`src/rtl/sync_ram_arbiter.sv`:
```
// rtl/sync_ram_arbiter.sv - two-port round-robin arbiter and sequencer for a single-port synchronous RAM
//
// Purpose:
//   Arbitrates two valid/ready requesters onto one external synchronous RAM.
//   At most one RAM access is issued per cycle. A granted read returns its
//   data on the owning port's response strobe one cycle after the grant edge,
//   taken straight from the RAM's registered dout. Per-port saturating grant
//   counters are kept for bandwidth monitoring.
//
// Ports:
//   clk, rst_n              clock (rising edge), asynchronous active-low reset
//   arb_en                  arbitration enable; low blocks all new grants
//   req0_* / req1_*         request channels (valid, we, addr, wdata) and ready
//   rsp0_* / rsp1_*         read response strobe and data
//   ram_we/ram_addr/ram_din RAM command, driven combinationally from the winner
//   ram_dout                RAM read data (registered inside the RAM)
//   grant_cnt0/grant_cnt1   saturating per-port grant counts

module sync_ram_arbiter #(
    parameter int ADDR_W = 3,
    parameter int DATA_W = 8,
    parameter int CNT_W  = 8
) (
    input  logic              clk,
    input  logic              rst_n,
    input  logic              arb_en,

    input  logic              req0_valid,
    input  logic              req0_we,
    input  logic [ADDR_W-1:0] req0_addr,
    input  logic [DATA_W-1:0] req0_wdata,
    output logic              req0_ready,
    output logic              rsp0_valid,
    output logic [DATA_W-1:0] rsp0_rdata,

    input  logic              req1_valid,
    input  logic              req1_we,
    input  logic [ADDR_W-1:0] req1_addr,
    input  logic [DATA_W-1:0] req1_wdata,
    output logic              req1_ready,
    output logic              rsp1_valid,
    output logic [DATA_W-1:0] rsp1_rdata,

    output logic              ram_we,
    output logic [ADDR_W-1:0] ram_addr,
    output logic [DATA_W-1:0] ram_din,
    input  logic [DATA_W-1:0] ram_dout,

    output logic [CNT_W-1:0]  grant_cnt0,
    output logic [CNT_W-1:0]  grant_cnt1
);

    // Port that won the most recent grant; the other port wins the next conflict.
    logic last_grant;
    logic gnt0;
    logic gnt1;
    logic arb_live;

    // Grants are also gated by rst_n so nothing is issued to the RAM while
    // reset is held, independent of the state registers.
    always_comb begin
        arb_live = arb_en & rst_n;
        gnt0     = arb_live & req0_valid & (~req1_valid | last_grant);
        gnt1     = arb_live & req1_valid & (~req0_valid | ~last_grant);
    end

    always_comb begin
        ram_we   = 1'b0;
        ram_addr = '0;
        ram_din  = '0;
        if (gnt0) begin
            ram_we   = req0_we;
            ram_addr = req0_addr;
            ram_din  = req0_wdata;
        end else if (gnt1) begin
            ram_we   = req1_we;
            ram_addr = req1_addr;
            ram_din  = req1_wdata;
        end
    end

    assign req0_ready = gnt0;
    assign req1_ready = gnt1;

    // The RAM registers dout on the grant edge, so in the response cycle its
    // output already holds the requested word; no extra pipeline stage needed.
    assign rsp0_rdata = ram_dout;
    assign rsp1_rdata = ram_dout;

    always_ff @(posedge clk or negedge rst_n) begin
        if (!rst_n) begin
            last_grant <= 1'b1;
            rsp0_valid <= 1'b0;
            rsp1_valid <= 1'b0;
            grant_cnt0 <= '0;
            grant_cnt1 <= '0;
        end else begin
            rsp0_valid <= gnt0 & ~req0_we;
            rsp1_valid <= gnt1 & ~req1_we;

            if (gnt0) begin
                last_grant <= 1'b0;
            end else if (gnt1) begin
                last_grant <= 1'b1;
            end

            if (gnt0 && (grant_cnt0 != {CNT_W{1'b1}})) begin
                grant_cnt0 <= grant_cnt0 + CNT_W'(1);
            end
            if (gnt1 && (grant_cnt1 != {CNT_W{1'b1}})) begin
                grant_cnt1 <= grant_cnt1 + CNT_W'(1);
            end
        end
    end

endmodule
```
`config.mk`:
```
export PLATFORM = sky130hd
export DESIGN_NAME = sync_ram_arbiter
export DESIGN_NICKNAME = d
export VERILOG_FILES = /design/src/rtl/sync_ram_arbiter.sv
export SDC_FILE = /design/constraint.sdc
export NUM_CORES = 1
export LEC_CHECK = 0
export CAP_MARGIN = 20
export CORE_MARGIN = 4
export CORE_UTILIZATION = 37
export DETAILED_ROUTE_END_ITERATION = 8
export GPL_ROUTABILITY_DRIVEN = 0
export PLACE_DENSITY = 0.85
export SYNTH_ARGS = -nofsm -noshare
export SYNTH_HDL_FRONTEND = slang
export SYNTH_SLANG_ARGS = --single-unit
```
`constraint.sdc`:
```
create_clock -name clk -period 3 [get_ports clk]
set_input_delay 0.6 -clock clk [delete_from_list [all_inputs] [get_ports clk]]
set_output_delay 0.6 -clock clk [all_outputs]
set_load 0.005 [all_outputs]
```
**Word-level counts from Yosys, hierarchy flattened**

Cells that the tools add are included.

- Add/sub/neg operators: 2
- Multiply operators: 0
- Div/mod/pow operators: 0
- Magnitude comparators: 0
- Eq/ne operators: 2
- Shift operators: 0
- Multiplexer cells: 8
- Bitwise operators: 14
- Reduce and logical (&&, ||, !) cells: 3

Operators by type and width:

| kind | count |
|---|---|
| 8-bit by 1-bit adder with 8-bit output (second input constant) | 2 |
| 8-bit two-way mux | 2 |
| 8-bit inequality test (second input constant) | 2 |
| 1-bit AND | 7 |
| 3-bit two-way mux | 2 |
| 1-bit NOT | 5 |
| 1-bit two-way mux | 4 |
| 1-bit logical AND | 2 |
| 1-bit bitwise OR | 2 |
| 2-bit nonzero test | 1 |

- Register bits after elaboration: 19
- Latch bits: 0
- Memory bits (writable): 0
- Bits in read-only memories: 0
- Input bits: 37
- Output and inout bits: 48
- Logic and storage cells: 34
- Memories kept: 0

**Depth between registers and ports, before layout**

Gate-level depths: netlist (run 1).

- Depth after elaboration: 5
- Mapped depth: 5
- Gate-level depth less buffers: 5

**Worst setup path after synthesis (run 1)**

No wires, ideal clock.

- Path kind: input port to output port
- Start: input port req1_valid
- End: output port ram_addr[1]
- Data arrival time: 1.359 ns
- Slack: 1.041 ns
- Cell stages on the path: 5
- Buffers on the path: 1
- Cell sequence: nor2b_2 > or2_4 > inv_4 > buf_6 > a22o_2

- Longest elaborated chain between the ends: 4
- Elaborated cells between the ends (all ways): 7
- Those cells by class: mux (2); bitwise (5)

Ends and longest elaborated chain:

| item | line | RTL |
|---|---|---|
| from (decl) | 36 | `input logic req1_valid,` |
| 1-bit NOT | 63 | `gnt0 = arb_live & req0_valid & (~req1_valid \| last_grant);` |
| 1-bit bitwise OR | 63 |  |
| 1-bit AND | 63 |  |
| via req0_ready | 32 | `output logic req0_ready,` |
| 3-bit two-way mux | 71 | `if (gnt0) begin` |
| to (decl) | 45 | `output logic [ADDR_W-1:0] ram_addr,` |

The timed path passes the listed nets, and every way through them passes these cells.

**Worst setup path after layout (run 1)**

- Start: input port rst_n
- End: output port ram_din[4]

- Longest elaborated chain between the ends: 5
- Elaborated cells between the ends (all ways): 7
- Those cells by class: mux (2); bitwise (5)

Ends and longest elaborated chain:

| item | line | RTL |
|---|---|---|
| from (decl) | 25 | `input logic rst_n,` |
| 1-bit AND (*) | 62 | `arb_live = arb_en & rst_n;` |
| 1-bit AND (2 in series) | 64 | `gnt1 = arb_live & req1_valid & (~req0_valid \| ~last_grant);` |
| 8-bit two-way mux | 75 | `end else if (gnt1) begin` |
| 8-bit two-way mux (*) | 71 |  |
| to (decl) | 46 | `output logic [DATA_W-1:0] ram_din,` |

Mark *: on every way between the ends. The rest lies on a longest branch, timed or not.

==> results of run 1 <==
==> routing by layer <==
metal,routed length (um),global-route usage (%),vias to the layer above
met1,1150,15.0,490
met2,1460,28.2,56
met4,33,5.01,0
li1,-,-,485
met5,0,0,-
met3,326,4.16,4
==> stage by stage <==
step,instances,hold slack [ns]
floorplan,111,0.304
global placement,203,0.502
detailed placement,203,0.510
CTS,207,0.529
global route,207,0.553
finish,207,0.522
==> worst paths after layout <==
path / slack (ns) / from / cells past startpoint / to
worst max-delay path: 0.09 / rst_n / 6 / ram_din[4]
worst min-delay path: 0.52 / grant_cnt1[3] / 1 / grant_cnt1[3]
worst max register to register: 1.29 / grant_cnt1[0] / 4 / grant_cnt1[1]
worst min register to register: 0.52 / grant_cnt1[3] / 1 / grant_cnt1[3]
max in group asynchronous: 2.07 / rst_n / 2 / grant_cnt1[4]
min in group asynchronous: 0.68 / rst_n / 2 / rsp1_valid
==> sequential cells by signal (all words and copies together) (netlist names) <==
name,count
grant_cnt1,8
rsp1_valid,1
grant_cnt0,8
rsp0_valid,1
last_grant,1
==> synth_stat cells (all sizes together) (2+ instances only) <==
library cell	count	share of area, %
xnor2	7	5.2
mux2	4	3.8
nor2	6	1.9
xor2	2	1.5
a21oi	3	1.6
nand4	5	2.6
and4	2	1.9
nand2	7	2.2
buf	18	11
and3	4	2.5
a22o	12	9.7
ha	2	2.1
nor2b	2	1.3
mux2i	2	1.7
dfrtp	18	38
inv	5	1.8
nand3	4	2.1
==> repair_timing <==
action | in CTS | in global routing
endpoints found under the setup margin | 0 | 6
hold buffers | 0 | 0
resized for setup | 0 | 1
==> worst max-delay path, delay by kind of cell <==
kind / cells / cell delay [ns]
simple gates: 2 / 0.39
buf+inv: 3 / 1.16
compound gates: 1 / 0.15
==> power groups by stage <==
stage | combinational, mW | sequential [mW] | clock (mW)
CTS | 0.365 | 0.426 | 0.130
global route | 0.392 | 0.443 | 0.146
finish | 0.358 | 0.426 | 0.127
floorplan | 0.143 | 0.421 | 0
detailed placement | 0.361 | 0.431 | 0
global placement | 0.353 | 0.425 | 0
==> cell type report <==
type	instances	area, um2	share of cell area, %
clock buffer	4	26.3	1.46
inverter	5	23.8	1.32
multi-input combinational	69	554	30.9
sequential	19	477	26.6
tap	44	55.1	3.07
timing repair buffer	66	658	36.7
==> logic make-up after synthesis <==
| family | Yosys count | synth area share (%) |
|---|---|---|
| multiplexers | 6 | 5.47 |
| flip-flops | 19 | 40.1 |
| adder cells (fa/ha/maj) | 2 | 2.10 |
| buffers and inverters | 23 | 13.3 |
| XOR/XNOR | 9 | 6.63 |
| AND/OR/NAND/NOR | 33 | 16.3 |
| AO/OA/AOI/OAI | 19 | 16.1 |
==> flow_summary.ini, run 1 <==
[cells_and_area]
final_util_pct = 58.8
stdcell_area_um2 = 1790
drive_gt1_share_pct = 17.8
nets = 203
layout_common_cells = clkdlybuf4s50_1, dfrtp_1, a22o_2
syn_to_final_growth_pct = 50.9
nFillCells = 280
diodes = 0
final_common_cell = clkdlybuf4s50_1

[worst_setup_path]
cp-end-kind = primary output
path_class = in -> out
cpPeakStageDelay_ns = 0.54
required_ns = 2.40
crit_top_cell = clkdlybuf4s50_1
cp_data_arrival_time_ns = 2.31
crit_chain = clkdlybuf4s50_1 -> nand3_1 -> or2_4 -> inv_6 -> a22o_2 -> clkdlybuf4s50_1
crit_path_start_kind = input port
slowest_stage = clkdlybuf4s50_1
cp_max_fo = 15

[power_and_ir_drop]
internal_power_uw = 620
power_uw = 911
p_sw_share_pct = 31.9
vdd_ir_drop_max_uv = 349
pwr-share-seq_pct = 46.8
power_switching_uw = 291
leakagePower_nw = 0.731
pwr-share-clk_pct = 13.9
power.density_nw_per_um2 = 508
combPwrFrac_pct = 39.3

[timing]
finalCritPeriodShare_pct = 97.1
fmax_ghz = 0.343
hold_violations = 0
drv_slew = 0
tightestPinTransition_ns = 0.365
setup_slack_ns = 0.0870
rsz0062_at_grt = false
fin_skew_ns = 0.000847
finalSetupTns_ns = 0
period_needed_ns = 2.91
maxSlewHeadroom_pct = 75.7
finalSetupViolCount = 0

[synth]
syn_area_um2 = 1190
synth_edf_count = 0
synth_ff_type = dfrtp_1
synth.avg_cell_area_um2 = 10.7
async_flop_share_pct = 100
ys_warn_count = 0
syn_inst = 111
synthDistinctLibCells = 34
ys_seq_elements = 19
syn_nets = 150
ys_seq_area_share_pct = 40.1

[clocking]
cts_inserted_buffers = 3
cts_max_level = 1
clkLatencyLatePin_ns = 0.28
clock-sinks = 19
cts-root-buf = clkbuf_4
clk_path_buf_depth = 2
postCtsSetupBuffers = 0
cts_tree = yes
clk_pin_slew_worst_paths_ns = 0.11

[detailed_routing]
drc_errors = 0
final_antenna_net_count = 0
firstDrtPassIters = 4
drt-wirelength-per-cell_um = 14.3
vias = 1035
via_per_inst = 5.00
drt_iter0_drc = 18
drt-total-wl_um = 2970

[placement]
place_ws_ns = 0.0682
portBuffers = 60
dp_hpwl_um = 2510
dpl-instance-area_um2 = 1770

[floorplan]
die_w_um = 64.7
die-area_um2 = 4180
pin_count = 85
coreArea_um2 = 3050
die_h_um = 64.7
initial_core_util_pct = 38.9
row_count = 20

[grt]
grt_pass1_wl_um = 4910
grt_start_max_net_pins = 17
grt_pass1_vias = 1070
grtUsageTotal_pct = 14.7
antenna_found_initial = 0
grt-ovfl-total = 0

[min_path]
worstHoldPathType = reg -> reg

[run_status]
status = finished clean

[run]
max_cap_violations = 0
(Power assumes the default switching activity.)
==> inputs of run 2 (changes only) <==
clock period = 3.8 ns   (was 3 ns; I/O delays follow)
==> flow_summary.ini, run 2 (synthesis gave the netlist of run 1 again) <==
[timing]
period_needed_ns = 3.50
fmax_ghz = 0.286
tightestPinTransition_ns = 0.583
drv_slew = 0
hold_violations = 0
setup_slack_ns = 0.303
finalSetupViolCount = 0
fin_skew_ns = 0.00454
maxSlewHeadroom_pct = 61.1
finalSetupTns_ns = 0
rsz0062_at_grt = false
finalCritPeriodShare_pct = 92.0

[detailed_routing]
drt_iter0_drc = 30
drt-total-wl_um = 3170
via_per_inst = 4.94
vias = 1002
final_antenna_net_count = 0
firstDrtPassIters = 4
drt-wirelength-per-cell_um = 15.6
drc_errors = 0

[cells_and_area]
syn_to_final_growth_pct = 47.3
instances_no_fill = 203
final_util_pct = 57.3
seq_area_um2 = 477
largestRegisters = grant_cnt0 (8), grant_cnt1 (8)
nFillCells = 294
final_common_cell = clkdlybuf4s50_1
layout_common_cells = clkdlybuf4s50_1, dfrtp_1, a22o_2
diodes = 0
multiInputGateArea_um2 = 554
nets = 199
drive_gt1_share_pct = 16.4

[floorplan]
row_count = 20
coreArea_um2 = 3050
die-area_um2 = 4180
die_w_um = 64.7
pin_count = 85
initial_core_util_pct = 38.9
die_h_um = 64.7

[power_and_ir_drop]
power.density_nw_per_um2 = 414
power_uw = 725
leakagePower_nw = 0.712
vdd_ir_drop_max_uv = 310

[grt]
grt-ovfl-total = 0
grt_pass1_wl_um = 5160
grt_start_max_net_pins = 17
grtUsageTotal_pct = 15.9
grt_pass1_vias = 1064
antenna_found_initial = 0

[worst_setup_path]
reg2reg_from = grant_cnt1[0]
cp_max_fo = 14
cp_data_arrival_time_ns = 2.74
crit_chain = clkdlybuf4s50_1 -> nand3_2 -> a21oi_2 -> a22o_2 -> clkdlybuf4s50_1
r2r_end = grant_cnt1[1]
required_ns = 3.04
cp-end-kind = primary output
crit_top_cell = clkdlybuf4s50_1
ff2ff_path_depth = 4
slowest_stage = clkdlybuf4s50_1
reg2reg_slack_ns = 2.05
crit_path_start_kind = input port
path_class = in -> out
cpPeakStageDelay_ns = 0.60

[min_path]
hold_end = grant_cnt0[0]
holdPathStages = 1
worstHoldPathType = reg -> reg
hp-start = grant_cnt0[0]

[clocking]
cts_hold_buffers = 0
cts_max_level = 1
cts_inserted_buffers = 3
clk_pin_slew_worst_paths_ns = 0.10
clk_path_buf_depth = 2
postCtsResizedCells = 0
clkLatencyLatePin_ns = 0.30
cts-root-buf = clkbuf_4
cts_tree = yes
postCtsSetupBuffers = 0
clock-sinks = 19

[run]
max_cap_violations = 0

[placement]
placed_cells = 199
dp_hpwl_um = 2570
place_ws_ns = 0.271
portBuffers = 60

[run_status]
status = finished clean
==> run 2: critical path: cells and delay by family <==
family	cells	cell delay [ns]
AO/OA/AOI/OAI	2	0.71
AND/OR/NAND/NOR	1	0.16
buffers and inverters	2	1.11
==> run 2: final cells by class <==
class | count | area share (%)
Tap cell | 44 | 3.15
Clock buffer | 3 | 1.29
Clock inverter | 1 | 0.286
Sequential cell | 19 | 27.2
Timing Repair Buffer | 62 | 35.2
Multi-Input combinational cell | 69 | 31.7
Inverter | 5 | 1.22
==> run 2: report_power, final <==
part / leakage [nW] / internal, mW / switching (mW)
sequential: 0.241 / 0.260 / 0.0794
clock: 0.0177 / 0.0393 / 0.0641
combinational: 0.453 / 0.186 / 0.0969
==> run 2: worst max path at each step <==
stage	endpoint	slack (ns)	depth (start not counted)	start
after CTS	ram_din[3]	0.27	5	rst_n
after floorplan	ram_addr[1]	1.52	5	req1_valid
after global placement	ram_addr[0]	0.36	5	rst_n
after detailed placement	ram_din[3]	0.27	5	rst_n
after global routing	ram_din[3]	0.1	5	rst_n
final	ram_din[3]	0.30	5	rst_n
==> run 2: metal layers <==
layer	global-route usage [%]	vias up	part of all wire, %
li1	-	473	-
met5	0	-	0
met3	3.47	7	8.6
met4	7.39	0	2.0
met2	27.7	61	48
met1	18.5	461	42
==> run 2: per-stage QoR <==
step	hold WS [ns]	area, um2
floorplan	0.464	1190
global placement	0.498	1720
detailed placement	0.516	1720
CTS	0.533	1750
global route	0.554	1750
finish	0.535	1750
==> inputs of run 3 (changes only) <==
CORE_ASPECT_RATIO = 1.4   (was unset)
==> flow_summary.ini, run 3 (synthesis gave the netlist of run 1 again) <==
[cells_and_area]
final_common_cell = clkdlybuf4s50_1
nFillCells = 272
nets = 200
multiInputGateArea_um2 = 554
diodes = 0
final_util_pct = 57.2
largestRegisters = grant_cnt0 (8), grant_cnt1 (8)
layout_common_cells = clkdlybuf4s50_1, dfrtp_1, a22o_2
drive_gt1_share_pct = 16.9
instances_no_fill = 199
seq_area_um2 = 477
syn_to_final_growth_pct = 48.9

[worst_setup_path]
cp_data_arrival_time_ns = 2.71
crit_path_start_kind = input port
cp_num_buf_inv = 2
crit_chain = clkdlybuf4s50_1 -> nand3_2 -> a21oi_2 -> a22o_2 -> clkdlybuf4s50_1
cp_max_fo = 15
cpPeakStageDelay_ns = 0.55
slowest_stage = clkdlybuf4s50_1
critical-path-top-delay-family = buffers and inverters
cp-end-kind = primary output
required_ns = 3.04
path_class = in -> out
crit_top_cell = clkdlybuf4s50_1

[clocking]
clock-sinks = 19
cts-root-buf = clkbuf_8
cts_tree = yes
clkLatencyLatePin_ns = 0.26
clk_path_buf_depth = 2
postCtsResizedCells = 0
cts_max_level = 1
cts_inserted_buffers = 3
postCtsSetupBuffers = 0
clk_pin_slew_worst_paths_ns = 0.07
cts_hold_buffers = 0

[placement]
dp_hpwl_um = 2760
place_ws_ns = 0.333
placed_cells = 195
portBuffers = 60

[detailed_routing]
drt-total-wl_um = 3340
drt_iter0_drc = 27
firstDrtPassIters = 4
vias = 999
via_per_inst = 5.02
final_antenna_net_count = 0
drc_errors = 0
drt-wirelength-per-cell_um = 16.8

[grt]
grt_pass1_wl_um = 5390
grt-ovfl-total = 0
grt_start_max_net_pins = 16
grt_pass1_vias = 1092
antenna_found_initial = 0
grtUsageTotal_pct = 16.4

[timing]
fmax_ghz = 0.288
drv_slew = 0
fin_skew_ns = 0.00297
setup_slack_ns = 0.332
rsz0062_at_grt = false
finalSetupViolCount = 0
maxSlewHeadroom_pct = 59.0
finalSetupTns_ns = 0
tightestPinTransition_ns = 0.616
hold_violations = 0
finalCritPeriodShare_pct = 91.3
period_needed_ns = 3.47

[floorplan]
pin_count = 85
row_count = 24
die-area_um2 = 4200
die_h_um = 75.1
die_w_um = 55.9
initial_core_util_pct = 38.4
coreArea_um2 = 3090

[power_and_ir_drop]
combPwrFrac_pct = 37.2
leakagePower_nw = 0.725
power.density_nw_per_um2 = 430
power_switching_uw = 243
pwr-share-seq_pct = 44.3
p_sw_share_pct = 31.9
vdd_ir_drop_max_uv = 357
internal_power_uw = 518
pwr-share-clk_pct = 18.6

[min_path]
worstHoldPathType = reg -> reg

[run_status]
status = finished clean

[run]
max_cap_violations = 0
## run 3: cell count changes in the layout (fill, tap and decap cells not counted)
| cell | change |
|---|---|
| buf_4 | +1 |
| clkbuf_8 | +3 |
| clkbuf_4 | -3 |
## run 3: power groups by stage
| stage | clock [mW] | combinational [mW] | sequential [mW] |
|---|---|---|---|
| final | 0.142 | 0.283 | 0.337 |
| after global routing | 0.151 | 0.313 | 0.349 |
| after CTS | 0.146 | 0.289 | 0.338 |
| after detailed placement | 0 | 0.287 | 0.341 |
| after global placement | 0 | 0.274 | 0.336 |
| after floorplan | 0 | 0.113 | 0.332 |
## run 3: per-layer routing
metal	vias up	share of wire [%]	global-route usage (%)
met5	-	0	0
met4	0	1.4	5.28
li1	473	-	-
met2	54	53	33.2
met1	464	35	15.8
met3	8	10	5.32
## run 3: path summary, 6_finish.rpt
path / from / to / slack [ns] / cells past startpoint
min in group asynchronous: rst_n / grant_cnt0[7] / 0.90 / 2
setup / recovery: rst_n / ram_din[5] / 0.33 / 5
setup reg to reg: grant_cnt1[0] / grant_cnt1[1] / 2.06 / 4
hold reg to reg: grant_cnt0[0] / grant_cnt0[0] / 0.52 / 1
max in group asynchronous: rst_n / last_grant / 2.65 / 2
hold / removal: grant_cnt0[0] / grant_cnt0[0] / 0.52 / 1
## run 3: final cells by class
type                       count  share of cell area, %
sequential                    19                   26.9
inverter                       5                   1.20
clock buffer                   3                   2.33
multi-input combinational     69                   31.3
tap                           39                   2.76
timing repair buffer          63                   35.2
clock inverter                 1                  0.283
## run 3: through the flow
step	hold slack, ns	total power [mW]	instance area [um2]
finish	0.525	0.762	1770
global route	0.568	0.814	1770
CTS	0.528	0.773	1770
floorplan	0.464	0.445	1190
detailed placement	0.510	0.628	1720
global placement	0.499	0.610	1720
